===== config.mk =====
export PLATFORM = sky130hd
export DESIGN_NAME = serial_adder
export DESIGN_NICKNAME = d
export VERILOG_FILES = /design/src/rtl/serial_adder_pkg.sv /design/src/rtl/serial_adder_full_add.sv /design/src/rtl/serial_adder.sv
export SDC_FILE = /design/constraint.sdc
export NUM_CORES = 1
export LEC_CHECK = 0
export CAP_MARGIN = 20
export CORE_ASPECT_RATIO = 1.4
export CORE_UTILIZATION = 50
export CTS_CLUSTER_SIZE = 16
export DETAILED_ROUTE_END_ITERATION = 6
export PLACE_DENSITY_LB_ADDON = 0.08
export SLEW_MARGIN = 20
export SYNTH_ARGS = -nofsm -noshare
export SYNTH_HDL_FRONTEND = slang
export SYNTH_SLANG_ARGS = --single-unit

===== constraint.sdc =====
create_clock -name clk -period 1.6 [get_ports clk]
set_input_delay 0.32 -clock clk [delete_from_list [all_inputs] [get_ports clk]]
set_output_delay 0.32 -clock clk [all_outputs]
set_load 0.005 [all_outputs]

===== src/rtl/serial_adder_pkg.sv =====
// Shared definitions for the bit-serial adder.
//   DefaultWidth : default operand width in bits
//   state_e      : control FSM states (idle, running, result valid)
package serial_adder_pkg;

    localparam int unsigned DefaultWidth = 8;

    typedef enum logic [1:0] {
        StIdle = 2'd0,
        StRun  = 2'd1,
        StDone = 2'd2
    } state_e;

endpackage


===== src/rtl/serial_adder_full_add.sv =====
// One-bit combinational full adder used as the serial adder's datapath cell.
//   a, b  : operand bits
//   c_in  : carry in
//   sum   : a ^ b ^ c_in
//   c_out : carry out
module full_add (
    input  logic a,
    input  logic b,
    input  logic c_in,
    output logic sum,
    output logic c_out
);

    logic p;

    always_comb begin
        p     = a ^ b;
        sum   = p ^ c_in;
        c_out = (a & b) | (c_in & p);
    end

endmodule


===== src/rtl/serial_adder.sv =====
// Bit-serial adder: adds two WIDTH-bit operands plus a carry-in, one bit per
// clock, LSB first, and presents a registered result with a one-cycle done.
//   clk      : clock, rising edge
//   rst_n    : asynchronous active-low reset
//   start    : request an add; accepted when idle or in the done cycle
//   a, b     : addends, sampled with start
//   c_in     : carry-in, sampled with start
//   busy     : high while bits are being processed
//   done     : one-cycle pulse when sum/c_out/overflow take a new value
//   sum      : a + b + c_in mod 2^WIDTH, held between done pulses
//   c_out    : carry out of the MSB
//   overflow : two's-complement overflow (carry into MSB ^ carry out of MSB)
module serial_adder
    import serial_adder_pkg::*;
#(
    parameter int unsigned WIDTH = DefaultWidth
) (
    input  logic             clk,
    input  logic             rst_n,
    input  logic             start,
    input  logic [WIDTH-1:0] a,
    input  logic [WIDTH-1:0] b,
    input  logic             c_in,
    output logic             busy,
    output logic             done,
    output logic [WIDTH-1:0] sum,
    output logic             c_out,
    output logic             overflow
);

    localparam int unsigned CntW = $clog2(WIDTH);
    localparam logic [CntW-1:0] LastBit = CntW'(WIDTH - 1);

    state_e            state_q;
    logic [WIDTH-1:0]  a_q;       // addend A, doubles as the result shift register
    logic [WIDTH-1:0]  b_q;
    logic              carry_q;
    logic [CntW-1:0]   cnt_q;

    logic              fa_sum;
    logic              fa_cout;

    full_add u_full_add (
        .a     (a_q[0]),
        .b     (b_q[0]),
        .c_in  (carry_q),
        .sum   (fa_sum),
        .c_out (fa_cout)
    );

    always_ff @(posedge clk or negedge rst_n) begin
        if (!rst_n) begin
            state_q  <= StIdle;
            a_q      <= '0;
            b_q      <= '0;
            carry_q  <= 1'b0;
            cnt_q    <= '0;
            busy     <= 1'b0;
            done     <= 1'b0;
            sum      <= '0;
            c_out    <= 1'b0;
            overflow <= 1'b0;
        end else begin
            done <= 1'b0;
            unique case (state_q)
                StIdle, StDone: begin
                    if (start) begin
                        a_q     <= a;
                        b_q     <= b;
                        carry_q <= c_in;
                        cnt_q   <= '0;
                        busy    <= 1'b1;
                        state_q <= StRun;
                    end else begin
                        state_q <= StIdle;
                    end
                end
                StRun: begin
                    // As A's bits are consumed from the bottom, sum bits enter at the top.
                    a_q     <= {fa_sum, a_q[WIDTH-1:1]};
                    b_q     <= b_q >> 1;
                    carry_q <= fa_cout;
                    cnt_q   <= cnt_q + 1'b1;
                    if (cnt_q == LastBit) begin
                        state_q  <= StDone;
                        busy     <= 1'b0;
                        done     <= 1'b1;
                        sum      <= {fa_sum, a_q[WIDTH-1:1]};
                        c_out    <= fa_cout;
                        // carry_q is the carry into the MSB on this last step.
                        overflow <= carry_q ^ fa_cout;
                    end
                end
                default: begin
                    state_q <= StIdle;
                    busy    <= 1'b0;
                end
            endcase
        end
    end

endmodule


==> reports/results.tsv <==
stage	metric	value	unit
status	status	complete, no violations	
detailed_routing	via/cell ratio	5.46	
sta	fmax	0.655	GHz
global_routing	initial antenna violation count	0	
floorplan	core area	3150	um2
detailed_routing	post-detailed-route count of antenna-violating nets	0	
synth	top-area cell type share of the netlist area	0.512	
final_layout	Layout Nets	199	
floorplan	Initial Util	0.527	
clock_tree	Num CTS Buffers	5	
placed_design	HPWL Detailed	2.20	mm
hold_path	hold crit path type	input port to async pin	
synth	top cells by area, synth	dfrtp_1 (51%), mux2i_1 (7.8%), a211oi_1 (5.4%), mux2_4 (5.4%), nor2b_1 (4.1%)	
synth	most common cell in the synthesized netlist	dfrtp_1	
clock_tree	worst skew pair latency	0.28	ns
worst_setup_path	Worst EP arrival	1.69	ns
clock_tree	CTS tree	yes	
placed_design	RePlAce Congestion	0.725	
global_routing	largest net degree at the start of global routing	35	
synth	most frequent cells after synthesis	dfrtp_1 (34), mux2i_1 (13), a211oi_1 (12), a21oi_1 (12), nor2b_1 (11)	
worst_setup_path	crit-path most repeated cell	ha_1	
final_layout	register area	851	um2
global_routing	vias in the first global route	1190	
sta	final hold vios	0	
synth	adder-cell share of the synthesized area	0.0271	
clock_tree	PostCTS Resize Cnt	0	
synth	post-synth cell types	26	
synth	sequential area share after synthesis	0.512	
worst_setup_path	Max FO, Critical Path	13	
synth	post-synthesis compound-gate area fraction	0.130	
floorplan	Core Rows	24	
sta	Worst Skew	0.00288	ns
sta	RSZ-0062 raised after global routing	false	
final_layout	share of cells above drive strength 1	0.141	
worst_setup_path	worst r2r src	cnt_q[0]	
worst_setup_path	Slowest cell on crit path	dfrtp_1	
synth	Mapped Area	1660	um2
sta	WHS	0.449	ns
detailed_routing	DRT Pass-1 Iters	4	
global_routing	first-pass GRT wire length	5.35	mm
synth	XOR/XNOR Fraction of Synth Area	0.00527	
synth	largest family of logic cells by synthesized area	multiplexers	
worst_setup_path	crit path cell chain	ha_1 -> ha_1 -> nand3b_4 -> mux2_2	
synth	area leader, netlist	dfrtp_1	
floorplan	die width	50.7	um
detailed_routing	Post-Route WL	3.12	mm
clock_tree	clock root buffer	clkbuf_8	
final_layout	final-layout fill cell count	257	
final_layout	ant diodes	0	
worst_setup_path	startpoint types	register	
synth	multiplexer share of the synthesized area	0.166	
synth	dominant synthesized flop cell	dfrtp_1	
synth	synthesis-stage register bit count	34	
worst_setup_path	crit end category	register	
power	Tot Pwr	3820	uW
global_routing	All-Layer GR Usage	0.204	
flow_run	max cap viols	0	
detailed_routing	DR vias	1179	
power	PD cells	1810	nW/um2
sta	Rel. slew slack	0.721	
final_layout	multi-input logic area	741	um2
placed_design	I/O Buffers	31	
clock_tree	buffer count from post-CTS setup fixing	0	
worst_setup_path	FF-to-FF path depth	4	
detailed_routing	first-iteration detailed-routing DRC count	13	
synth	post-synthesis simple-gate area fraction	0.117	
worst_setup_path	critical path class	register to register	
final_layout	Area growth syn-to-layout	26.8	%
synth	Yosys warnings	0	
synth	syn_area_per_cell	11.7	um2
clock_tree	maximum clock path buffer count	2	
worst_setup_path	Worst Path Required	1.77	ns
floorplan	area of the die	3560	um2
floorplan	chip height	70.2	um
synth	post-synthesis cell count	142	
worst_setup_path	FF-to-FF setup slack	0.07	ns
clock_tree	TritonCTS Sinks	34	
synth	ys async rst share	1.00	
sta	Tcrit/Tclk final	0.954	
clock_tree	H-tree depth	2	
detailed_routing	Wirelength per Cell	14.4	um
clock_tree	CTS Hold Bufs	0	
power	P_leak	0.000910	uW
floorplan	io pins	32	
sta	final setup violation count	0	
detailed_routing	drc violations	0	
sta	Worst Max-Slew Pin Slew	0.419	ns
synth	syn nets	165	
global_routing	gr ovfl total	0	
clock_tree	clock-pin slew on the worst setup and hold paths	0.07	ns
sta	final critical-path required period	1.53	ns
sta	Slew Limit Fails	0	
worst_setup_path	CP max stage delay	0.40	ns
power	maximum vdd ir drop	1.09	mV
worst_setup_path	R2R Path End	sum[0]	
worst_setup_path	Worst Setup SP	cnt_q[0]	
synth	Post-synth EDFFs	0	
sequential cells by signal, summed over array words and instances (netlist names):
register,cells
c_out,1
cnt_q,3
sum,8
b_q,8
a_q,8
carry_q,1
overflow,1
done,1
state_q,2
busy,1
per-layer routing:
metal | vias up | GRT usage | routed length, um
li1 | 577 | - | -
met1 | 568 | 0.248 | 1340
met2 | 29 | 0.333 | 1620
met3 | 5 | 0.0588 | 111
met4 | 0 | 0.0833 | 49
met5 | - | 0 | 0
report_power, final:
part           internal, uW  leakage, uW  total, uW  switching, uW
clock                   347    0.0000482        643            296
sequential             1270     0.000403       1610            338
combinational           953     0.000459       1570            620
how the worst max path moves through the flow:
stage | endpoint | slack [ns] | depth (start not counted)
finish | sum[0] | 0.07 | 4
global route | sum[0] | 0.01 | 4
CTS | sum[0] | 0.06 | 4
detailed placement | a_q[0] | -0.01 | 5
global placement | a_q[5] | 0.03 | 5
floorplan | c_out | 0.16 | 5
area by class of cell:
cell class	count	share of cell area
flip-flops and latches	34	0.404
repair buffers	37	0.175
inverters	2	0.00356
clock inverters	1	0.00238
multi-input cells	96	0.352
well taps	39	0.0232
clock buffers	7	0.0410
critical path, delay by kind of cell, from the launching register on:
kind / cells / cell delay [ns]
DFF: 1 / 0.40
muxes: 1 / 0.37
adders and majority gates: 2 / 0.42
and+or+nand+nor: 1 / 0.21
through the flow:
step	util	cells	area, um2	setup TNS, ns	setup slack (ns)
floorplan	-	142	1660	0	0.164
global placement	0.639	208	2020	0	0.0336
detailed placement	0.639	208	2020	-0.0183	-0.0103
CTS	0.668	216	2110	0	0.0586
global route	0.668	216	2110	0	0.0107
finish	0.668	216	2110	0	0.0733
kinds of logic (layout without fill, tap and decap cells):
family,count (synthesis),count (layout)
flops,34,34
mux,24,24
fa+ha+maj,3,3
xor+xnor,1,1
compound gates,34,34
buf+inv,12,47
simple gates,34,34
layout by cell type, fill, tap and decap left out:
cell | synthesis | routed
o22ai_1 | 2 | 2
o21ai_0 | 4 | 4
mux2_2 | 5 | 5
fa_1 | 1 | 1
nor3_1 | 2 | 2
dfrtp_1 | 34 | 34
buf_12 | 0 | 1
clkinv_2 | 0 | 1
a22oi_1 | 2 | 2
mux2_4 | 6 | 6
xnor2_1 | 1 | 1
nor2_1 | 5 | 5
a22o_1 | 2 | 2
nand2b_1 | 2 | 2
nor2b_1 | 11 | 11
clkbuf_1 | 2 | 1
clkdlybuf4s50_1 | 0 | 31
a21oi_1 | 12 | 12
nand2_1 | 6 | 6
and2b_1 | 3 | 3
mux2i_1 | 13 | 13
nand3b_4 | 1 | 1
inv_1 | 2 | 2
ha_1 | 2 | 2
buf_4 | 1 | 5
nand3_1 | 4 | 4
a211oi_1 | 12 | 12
clkbuf_8 | 0 | 6
No activity file was read; power rests on OpenSTA's default activity.
